**src/rtl/systolic_skew.sv**
```systemverilog
// systolic_skew: per-lane delay chains that skew (MODE 0) or deskew (MODE 1) a word.
// Optional drain/flush sequencer enabled by defining SYSTOLIC_SKEW_DRAIN_EN.
module systolic_skew #(
  parameter int DW    = 32,
  parameter int LANES = 4,
  parameter int MODE  = 0
) (
  input  logic                  i_clk,
  input  logic                  i_rstn,
  input  logic                  i_en,
  input  logic                  i_clr,
  input  logic                  i_valid,
  input  logic [LANES*DW-1:0]   i_data,
  input  logic                  i_drain,
  output logic [LANES*DW-1:0]   o_data,
  output logic [LANES-1:0]      o_valid,
  output logic                  o_busy,
  output logic                  o_drained
);

  logic feed_zero;

`ifdef SYSTOLIC_SKEW_DRAIN_EN
  localparam int CW = $clog2(LANES + 1);

  logic [CW-1:0] cnt_q, cnt_d;
  logic          busy_q, busy_d;
  logic          drained_q, drained_d;

  // drain sequencer state register
  always_ff @(posedge i_clk or negedge i_rstn) begin
    if (!i_rstn) begin
      cnt_q     <= '0;
      busy_q    <= 1'b0;
      drained_q <= 1'b0;
    end else begin
      cnt_q     <= cnt_d;
      busy_q    <= busy_d;
      drained_q <= drained_d;
    end
  end

  // drain next state: load on request, count advances, pulse on completion
  always_comb begin
    cnt_d     = cnt_q;
    busy_d    = busy_q;
    drained_d = 1'b0;
    if (i_clr) begin
      cnt_d  = '0;
      busy_d = 1'b0;
    end else if (i_en) begin
      if (!busy_q) begin
        if (i_drain) begin
          cnt_d  = CW'(LANES);
          busy_d = 1'b1;
        end
      end else begin
        cnt_d = cnt_q - CW'(1);
        if (cnt_q == CW'(1)) begin
          busy_d    = 1'b0;
          drained_d = 1'b1;
        end
      end
    end
  end

  // drain outputs come straight from registers
  always_comb begin
    feed_zero = busy_q;
    o_busy    = busy_q;
    o_drained = drained_q;
  end
`else
  logic unused_drain;

  assign unused_drain = i_drain;

  // drain feature absent: never flush, flags tied low
  always_comb begin
    feed_zero = 1'b0;
    o_busy    = 1'b0;
    o_drained = 1'b0;
  end
`endif

  for (genvar k = 0; k < LANES; k++) begin : g_lane
    localparam int D = (MODE == 0) ? k + 1 : LANES - k;

    logic [DW-1:0] dat_q [D];
    logic [D-1:0]  vld_q;
    logic [DW-1:0] lane_d;
    logic          vin_d;

    assign vin_d  = i_valid & ~feed_zero;
    assign lane_d = vin_d ? i_data[k*DW +: DW] : '0;

    // lane shift chain: clear wins, enable advances every stage together
    always_ff @(posedge i_clk or negedge i_rstn) begin
      if (!i_rstn) begin
        for (int j = 0; j < D; j++) dat_q[j] <= '0;
        vld_q <= '0;
      end else if (i_clr) begin
        for (int j = 0; j < D; j++) dat_q[j] <= '0;
        vld_q <= '0;
      end else if (i_en) begin
        dat_q[0] <= lane_d;
        vld_q[0] <= vin_d;
        for (int j = 1; j < D; j++) begin
          dat_q[j] <= dat_q[j-1];
          vld_q[j] <= vld_q[j-1];
        end
      end
    end

    assign o_data[k*DW +: DW] = dat_q[D-1];
    assign o_valid[k]         = vld_q[D-1];
  end

endmodule

```
**config.mk**
```make
export PLATFORM = sky130hd
export DESIGN_NAME = systolic_skew
export DESIGN_NICKNAME = d
export VERILOG_FILES = /design/src/rtl/systolic_skew.sv
export SDC_FILE = /design/constraint.sdc
export NUM_CORES = 1
export LEC_CHECK = 0
export CAP_MARGIN = 20
export CORE_AREA = 2 2 204 206
export CTS_CLUSTER_DIAMETER = 120
export DETAILED_ROUTE_END_ITERATION = 10
export DIE_AREA = 0 0 206 208
export GPL_TIMING_DRIVEN = 1
export PLACE_DENSITY = 0.7
export RECOVER_POWER = 100
export REMOVE_ABC_BUFFERS = 1
export SLEW_MARGIN = 20
export SYNTH_ARGS = -nofsm -noshare
export SYNTH_HDL_FRONTEND = slang
export SYNTH_SLANG_ARGS = --single-unit
```
**constraint.sdc**
```tcl
create_clock -name i_clk -period 0.8 [get_ports i_clk]
set_input_delay 0.12 -clock i_clk [delete_from_list [all_inputs] [get_ports i_clk]]
set_output_delay 0.12 -clock i_clk [all_outputs]
set_load 0.03 [all_outputs]
```
======== Word level (Yosys, flattened, before mapping) ========
Cells that the tools add are included.
cells by class
  add/sub/neg operators ................... 0
  multipliers ............................. 0
  div/mod/pow operators ................... 0
  magnitude comparators ................... 0
  equality and inequality tests ........... 0
  shift operators ......................... 0
  mux-type cells .......................... 20
  bitwise operators ....................... 0
  reductions and logical operators ........ 1
operators by type and width
  kind                count
  $mux W128           2
  $mux W32            6
  $mux W96            2
  $mux W64            2
  $mux W4             2
  $mux W3             2
  $mux W2             2
  $mux W1             2
  $reduce_bool A2 Y1  1
storage, ports and cells
  register bits after elaboration ......... 330
  bits in latches ......................... 0
  memory bits (writable) .................. 0
  ROM bits ................................ 0
  input bits .............................. 134
  output and inout port bits .............. 134
  logic and storage cells ................. 35
  memories kept ........................... 0

======== Logic depth before layout (Yosys ltp) ========
Gate-level depths: netlist of the first run.
  depth in word-level cells ............... 3
  gate-level depth with buffers ........... 5
  depth with buffers taken out ............ 2

======== Least setup slack after synthesis of the first run ========
Ideal clock, no wire load.
  kind .................................... input to register
  start ................................... in i_valid
  end ..................................... reg g_lane[0].dat_q[10] in the netlist's numbering
  data arrival time ....................... 0.815 ns
  data required time ...................... 0.678 ns
  path slack .............................. -0.136 ns
  cell stages on the path ................. 5
  path through ............................ buf_6 -> nor2b_4 -> buf_6 -> buf_6 -> a32o_1
on the way
  cells in the longest elaborated chain, start to end .. 3
ends and longest elaborated chain
  what                           RTL line  text
  start, declared                12        input logic i_valid,
  $mux W32                       95        assign lane_d = vin_d ? i_data[k*DW +: DW] : '0;
  $mux W32                       105       end else if (i_en) begin
  $mux W32                       102       end else if (i_clr) begin
  end signal, assigned by index  109       dat_q[j] <= dat_q[j-1];
  end, declared                  89        logic [DW-1:0] dat_q [D];
Every way passes these cells. The select of a mux whose other input is x is not followed.
A chain may end at the register's enable or synchronous reset.

======== Worst setup path after layout of the first run ========
  start ................................... reg g_lane[2].dat_q, in the netlist o_data[92]
  end ..................................... out o_data[92]
RTL lines
  what                             RTL line  text
  start, declared                  89
  start signal, assigned by index  109
  end, declared                    15        output logic [LANES*DW-1:0] o_data,
No word-level cell between the ends.

==> flow_summary.ini, run 1 <==
[worst_setup_path]
rrSetupSlack_ns = -0.14
slowest_stage = dfrtp_1
reg2reg_from = o_data[116]$_DFFE_PN0P_
endpoint_kind = output port
worstPathRequired_ns = 0.68
arrival_ns = 1.13
path_cells = buf_12
r2r_cells = 4
path_buf_inv = 1
critical-path-max-stage-delay_ns = 0.43
critPathKind = flop to output port
crit_path_start_kind = flop
crit_family = flip-flops
path_max_fanout = 2
reg2reg_to = o_data[116]$_DFFE_PN0P_

[outcome]
violations = setup timing
status = finished with violations

[global_routing]
grt_max_degree = 40
antenna_found_initial = 0
overflow = 0
grt_use_total_pct = 14.7
first_global_vias = 10100
grt_pass1_wl_um = 51400

[worst_hold_path]
hold_path_end = g_lane[3].dat_q[98]$_DFFE_PN0P_
holdCritStartpoint = i_clr
min_delay_path_depth = 3
hold_path.class = primary input to flop

[flow_run]
maxCapViolations = 0

[clock_network]
cts_tree = built
clk_pin_slew_ns = 0.06
tritoncts.num_buffers = 37
insertion_delay_ns = 0.53
ctsLongestPathBuffers = 3
cts_sinks = 324
cts_root_buf = clkbuf_16
cts-htree-levels = 2

[sta]
slew_viol_final = 0
hold_viol_final = 0
fin_crit_sh_pct = 156
fin_setup_tns_ns = -56.26
layout_setup_ws_ns = -0.448
hold_slack_ns = 0.0412
min_period_ns = 1.25
finClkSkew_ns = 0.00963
setup_viol_count_final = 338
timing.fmax_ghz = 0.802
rsz0062_at_grt = yes
tightest_slew_ns = 0.517
slew_headroom_pct = 65.5

[cells_and_area]
design_area_um2 = 19100
synthToLayoutAreaGrowth_pct = 35.1
nNetsFinal = 1636
fin_cells = 2062
n_antenna_cell = 0
drive_gt1_share_pct = 23.0

[die]
initial_core_util_pct = 34.8
die_width_um = 206
fp-row-count = 74
dieArea_um2 = 42800
coreArea_um2 = 40600
die_y_um = 208
io-pin-count = 268

[synthesis]
yosysWarnings = 0
synthesis.area_um2 = 14100
synthCells = 1236
synth_edf_count = 0
syn_area_per_cell_um2 = 11.4
ys_types = 16
synth_most_common_cell = dfrtp_1
async_flop_share_pct = 100
yosys_most_used_dff = dfrtp_1
yosysSeqAreaShare_pct = 57.4
synthTopCellsByArea = dfrtp_1, mux2i_1, buf_4
yosys_register_bits = 324
synth_top_area_share_pct = 57.4
synth_commonest_cells = dfrtp_1, nor2_1, mux2i_1
yosys.area.top_type = dfrtp_1

[placed_design]
gp_congestion = 0.756
portBuffers = 264
placed_cells = 1939
placed_cell_area_um2 = 16900
dp_hpwl_um = 21500

[detailed_routing]
wl_um = 31700
drt-initial-drc-count = 408
ant_nets = 0
avgRoutedWirePerCell_um = 15.3
vias_per_cell = 4.65
dr.pass1.iters = 6
drcViolationCount = 0
routed-via-count = 9578

[power]
p_leak_nw = 9.19
p_per_area_nw_per_um2 = 1960
peakVddDrop_uv = 1780
area by class of cell:
type                            instances  area (um^2)
Clock buffer                           55         1090
Clock inverter                         12          126
Fill cell                            3622        21500
Multi-Input combinational cell        716         4610
Sequential cell                       324         8110
Tap cell                              532          666
Timing Repair Buffer                  423         4490
worst max-delay path by stage:
stage / slack [ns] / to / depth (start not counted) / from
6_report: -0.45 / o_data[92] / 1 / o_data[92]$_DFFE_PN0P_
5_1_grt: -0.49 / o_data[92] / 1 / o_data[92]$_DFFE_PN0P_
4_1_cts: -0.50 / o_data[92] / 1 / o_data[92]$_DFFE_PN0P_
3_5_place_dp: -0.32 / g_lane[3].dat_q[37]$_DFFE_PN0P_ / 5 / i_en
3_3_place_gp: -0.30 / g_lane[3].dat_q[93]$_DFFE_PN0P_ / 5 / i_en
2_1_floorplan: -0.62 / g_lane[0].dat_q[0]$_DFFE_PN0P_ / 2 / i_clr
per-stage QoR:
step / worst slack [ns] / util [%] / power (W)
2_1_floorplan: -0.625 / - / 0.0182
4_1_cts: -0.500 / 46.7 / 0.0381
6_report: -0.448 / 47.1 / 0.0374
3_5_place_dp: -0.318 / 41.7 / 0.0210
5_1_grt: -0.492 / 47.1 / 0.0391
3_3_place_gp: -0.304 / 41.7 / 0.0209
cell families (layout without fill, tap and decap cells):
family	Yosys count	after routing	synth area share, %
AOI/OAI and AO/OA	128	128	5.67
buffers and inverters	197	490	10.0
DFF	324	324	57.4
muxes	196	196	13.9
other	1	2	0.0266
and+or+nand+nor	390	390	13.0
repair_timing:
item                                   4_1_cts  5_1_grt
hold buffers                                 1        0
pin swaps                                    3       28
setup endpoints to repair                  132      177
resized for setup                          129       23
endpoints found under the hold margin      324        0
buffers inserted                            41       25
report_power, final:
group | switching, W | leakage, nW | internal, W
registers | 0.000235 | 4.47 | 0.0168
clock network | 0.00657 | 0.591 | 0.0101
logic | 0.00188 | 4.12 | 0.00191
tightest hold or removal path, cell delays in order:
cell and delay (ns):
buf_8 0.14, buf_12 0.21, a21oi_1 0.06
per-layer routing:
| metal | track usage, % | share of wire (%) |
|---|---|---|
| met5 | 0 | 0 |
| met1 | 18.8 | 44 |
| met2 | 24.5 | 48 |
| met3 | 4.39 | 6.0 |
| met4 | 3.08 | 1.4 |
layout by cell type (no fill, tap or decap), types with 2 or more instances in the layout:
cell and instances:
buf_8 2, clkdlybuf4s50_1 128, bufinv_16 2, nor2_1 196, clkinv_2 5, clkbuf_8 5
clkbuf_1 11, buf_6 152, buf_12 33, nand2b_1 96, clkinvlp_4 2, nand3_1 96
dfrtp_1 324, mux2i_1 196, buf_4 104, a21oi_1 96, conb_1 2, clkbuf_4 2
a32o_1 32, clkbuf_16 39, inv_6 2
flip-flops by register name (all words and copies together) (netlist names):
signal	flops
g_lane.dat_q	224
g_lane.vld_q	4
o_data	96
(Power assumes the default switching activity.)
==> inputs of run 2 (changes only) <==
--- a/config.mk
+++ b/config.mk
@@ -5,7 +5,6 @@
 export SDC_FILE = /design/constraint.sdc
 export NUM_CORES = 1
 export LEC_CHECK = 0
-export CAP_MARGIN = 20
 export CORE_AREA = 2 2 204 206
 export CTS_CLUSTER_DIAMETER = 120
 export DETAILED_ROUTE_END_ITERATION = 10
==> results of run 2 <==
Same layout as run 1: the final DEF is identical, and so are final timing and power.
==> inputs of run 3 (changes only) <==
--- a/config.mk
+++ b/config.mk
@@ -9,10 +9,11 @@
 export CTS_CLUSTER_DIAMETER = 120
 export DETAILED_ROUTE_END_ITERATION = 10
 export DIE_AREA = 0 0 206 208
-export GPL_TIMING_DRIVEN = 1
+export GPL_TIMING_DRIVEN = 0
 export PLACE_DENSITY = 0.7
 export RECOVER_POWER = 100
 export REMOVE_ABC_BUFFERS = 1
+export SETUP_SLACK_MARGIN = 0.2
 export SLEW_MARGIN = 20
 export SYNTH_ARGS = -nofsm -noshare
 export SYNTH_HDL_FRONTEND = slang
==> run 3 against run 2 <==
  * The run ends with hold timing, setup timing left
  * Core utilization grew 0.26 points
  * Total power up 0.56%
  * Wire length rose by 13%
  * Sequential share of layout area decreased by 0.24 points
  * Die area unchanged
  * Non-clock buffer count decreased by 39
  * Clock skew is 0.0021 ns higher
  * Combinational power increased by 3%
  * Worst hold slack worse by 0.31 ns
  * Design area rose by 0.56%
  * Sequential cell count unchanged
  * Via count is 1.9% higher
==> flow_summary.ini, run 3 (synthesis gave the netlist of run 1 again) <==
[sta]
fin_crit_sh_pct = 152
layout_setup_ws_ns = -0.414
hold_viol_final = 139
tightest_slew_ns = 1.07
rsz0062_at_grt = yes
hold_slack_ns = -0.273
slew_viol_final = 0
timing.fmax_ghz = 0.824
finClkSkew_ns = 0.0118
slew_headroom_pct = 28.5
min_period_ns = 1.21
setup_viol_count_final = 280

[detailed_routing]
dr.pass1.iters = 4
routed-via-count = 9760
avgRoutedWirePerCell_um = 17.7
wl_um = 35800
ant_nets = 0
vias_per_cell = 4.82
drcViolationCount = 0
drt-initial-drc-count = 512

[worst_setup_path]
path_max_fanout = 2
crit_path_start_kind = flop
arrival_ns = 1.09
slowest_stage = dfrtp_1
worstPathRequired_ns = 0.68
path_depth = 1
critical-path-max-stage-delay_ns = 0.40
endpoint_kind = output port
reg2reg_to = g_lane[3].vld_q[3]$_DFFE_PN0P_
reg2reg_from = g_lane[3].vld_q[2]$_DFFE_PN0P_
critPathKind = flop to output port
path_cells = buf_6
rrSetupSlack_ns = -0.19
r2r_cells = 4
crit_family = flip-flops
path_buf_inv = 1

[global_routing]
antenna_found_initial = 2
grt_use_total_pct = 16.2
overflow = 0
first_global_vias = 10200
grt_pass1_wl_um = 55400
grt_max_degree = 129

[die]
io-pin-count = 268
die_y_um = 208
fp-row-count = 74
coreArea_um2 = 40600
dieArea_um2 = 42800
initial_core_util_pct = 34.8
die_width_um = 206

[power]
p_leak_nw = 9.22
total_power_w = 0.0377
peakVddDrop_uv = 1440
p_per_area_nw_per_um2 = 1960

[outcome]
status = finished with violations
violations = hold timing, setup timing

[clock_network]
cts_tree = built
tritoncts.num_buffers = 37
ctsLongestPathBuffers = 3
cts-htree-levels = 2
insertion_delay_ns = 0.54
clk_pin_slew_ns = 0.06
cts_root_buf = clkbuf_16
cts_sinks = 324

[placed_design]
gp_congestion = 0.720
dp_slack_ns = -1.47
portBuffers = 264
dp_hpwl_um = 17900

[cells_and_area]
layout_common_cells = dfrtp_1, nor2_1, mux2i_1
nNetsFinal = 1599
largest_register = g_lane.dat_q
largest_reg_flops = 224
drive_gt1_share_pct = 21.6
synthToLayoutAreaGrowth_pct = 35.9
final_util_pct = 47.3
layout_commonest_cell = dfrtp_1

[flow_run]
maxCapViolations = 0

[worst_hold_path]
hold_path.class = primary input to async pin
[run 3: changes by cell type in the layout (fill, tap and decap cells not counted), moves of 3 or more]
cell and delta:
buf_12 -30, a21oi_2 +6, a21oi_1 -6, buf_4 -61, bufbuf_16 +12, clkbuf_8 +3
buf_6 +26, buf_16 +17
[run 3: what timing repair did]
item / in CTS / in global routing
hold endpoints to repair: 252 / 298
cloned: 20 / 1
pin swaps: 32 / 25
resized for setup: 952 / 89
setup endpoints to repair: 548 / 502
buffers inserted: 49 / 42
[run 3: worst max-delay path by stage]
stage,from,to,slack (ns)
final,o_data[92]$_DFFE_PN0P_,o_data[92],-0.41
after CTS,g_lane[0].dat_q[4]$_DFFE_PN0P_,o_data[4],-0.45
after detailed placement,i_en,o_data[60]$_DFFE_PN0P_,-1.47
after floorplan,i_clr,g_lane[0].dat_q[0]$_DFFE_PN0P_,-0.62
after global placement,i_en,g_lane[0].dat_q[13]$_DFFE_PN0P_,-21.38
after global routing,g_lane[0].dat_q[6]$_DFFE_PN0P_,o_data[6],-0.47
[run 3: where the power goes]
part	total [W]	switching [W]	internal, W
sequential	0.0170	0.000229	0.0168
clock	0.0167	0.00672	0.0100
combinational	0.00392	0.00197	0.00195
[run 3: per-layer routing]
metal | GRT usage, % | wire length (um)
met1 | 20.2 | 15300
met2 | 26.9 | 17400
met3 | 5.45 | 2440
met4 | 4.38 | 641
met5 | 0 | 0
[run 3: through the flow]
stage | hold slack (ns) | cell area [um^2] | TNS [ns] | instances
after floorplan | -0.176 | 12700 | -20.02 | 1040
after global placement | 0.472 | 16000 | -9377.89 | 1836
after detailed placement | 0.131 | 16300 | -406.21 | 1846
after CTS | -0.516 | 18700 | -57.82 | 1982
after global routing | -0.231 | 19200 | -99.84 | 2026
final | -0.273 | 19200 | -65.54 | 2026
[run 3: area by class of cell]
type                       count  area (um^2)
multi-input combinational    718         4660
fill                        3595        21400
timing repair buffer         384         4550
clock inverter                 8         71.3
clock buffer                  59         1130
sequential                   324         8110
antenna                        1         2.50
tap                          532          666
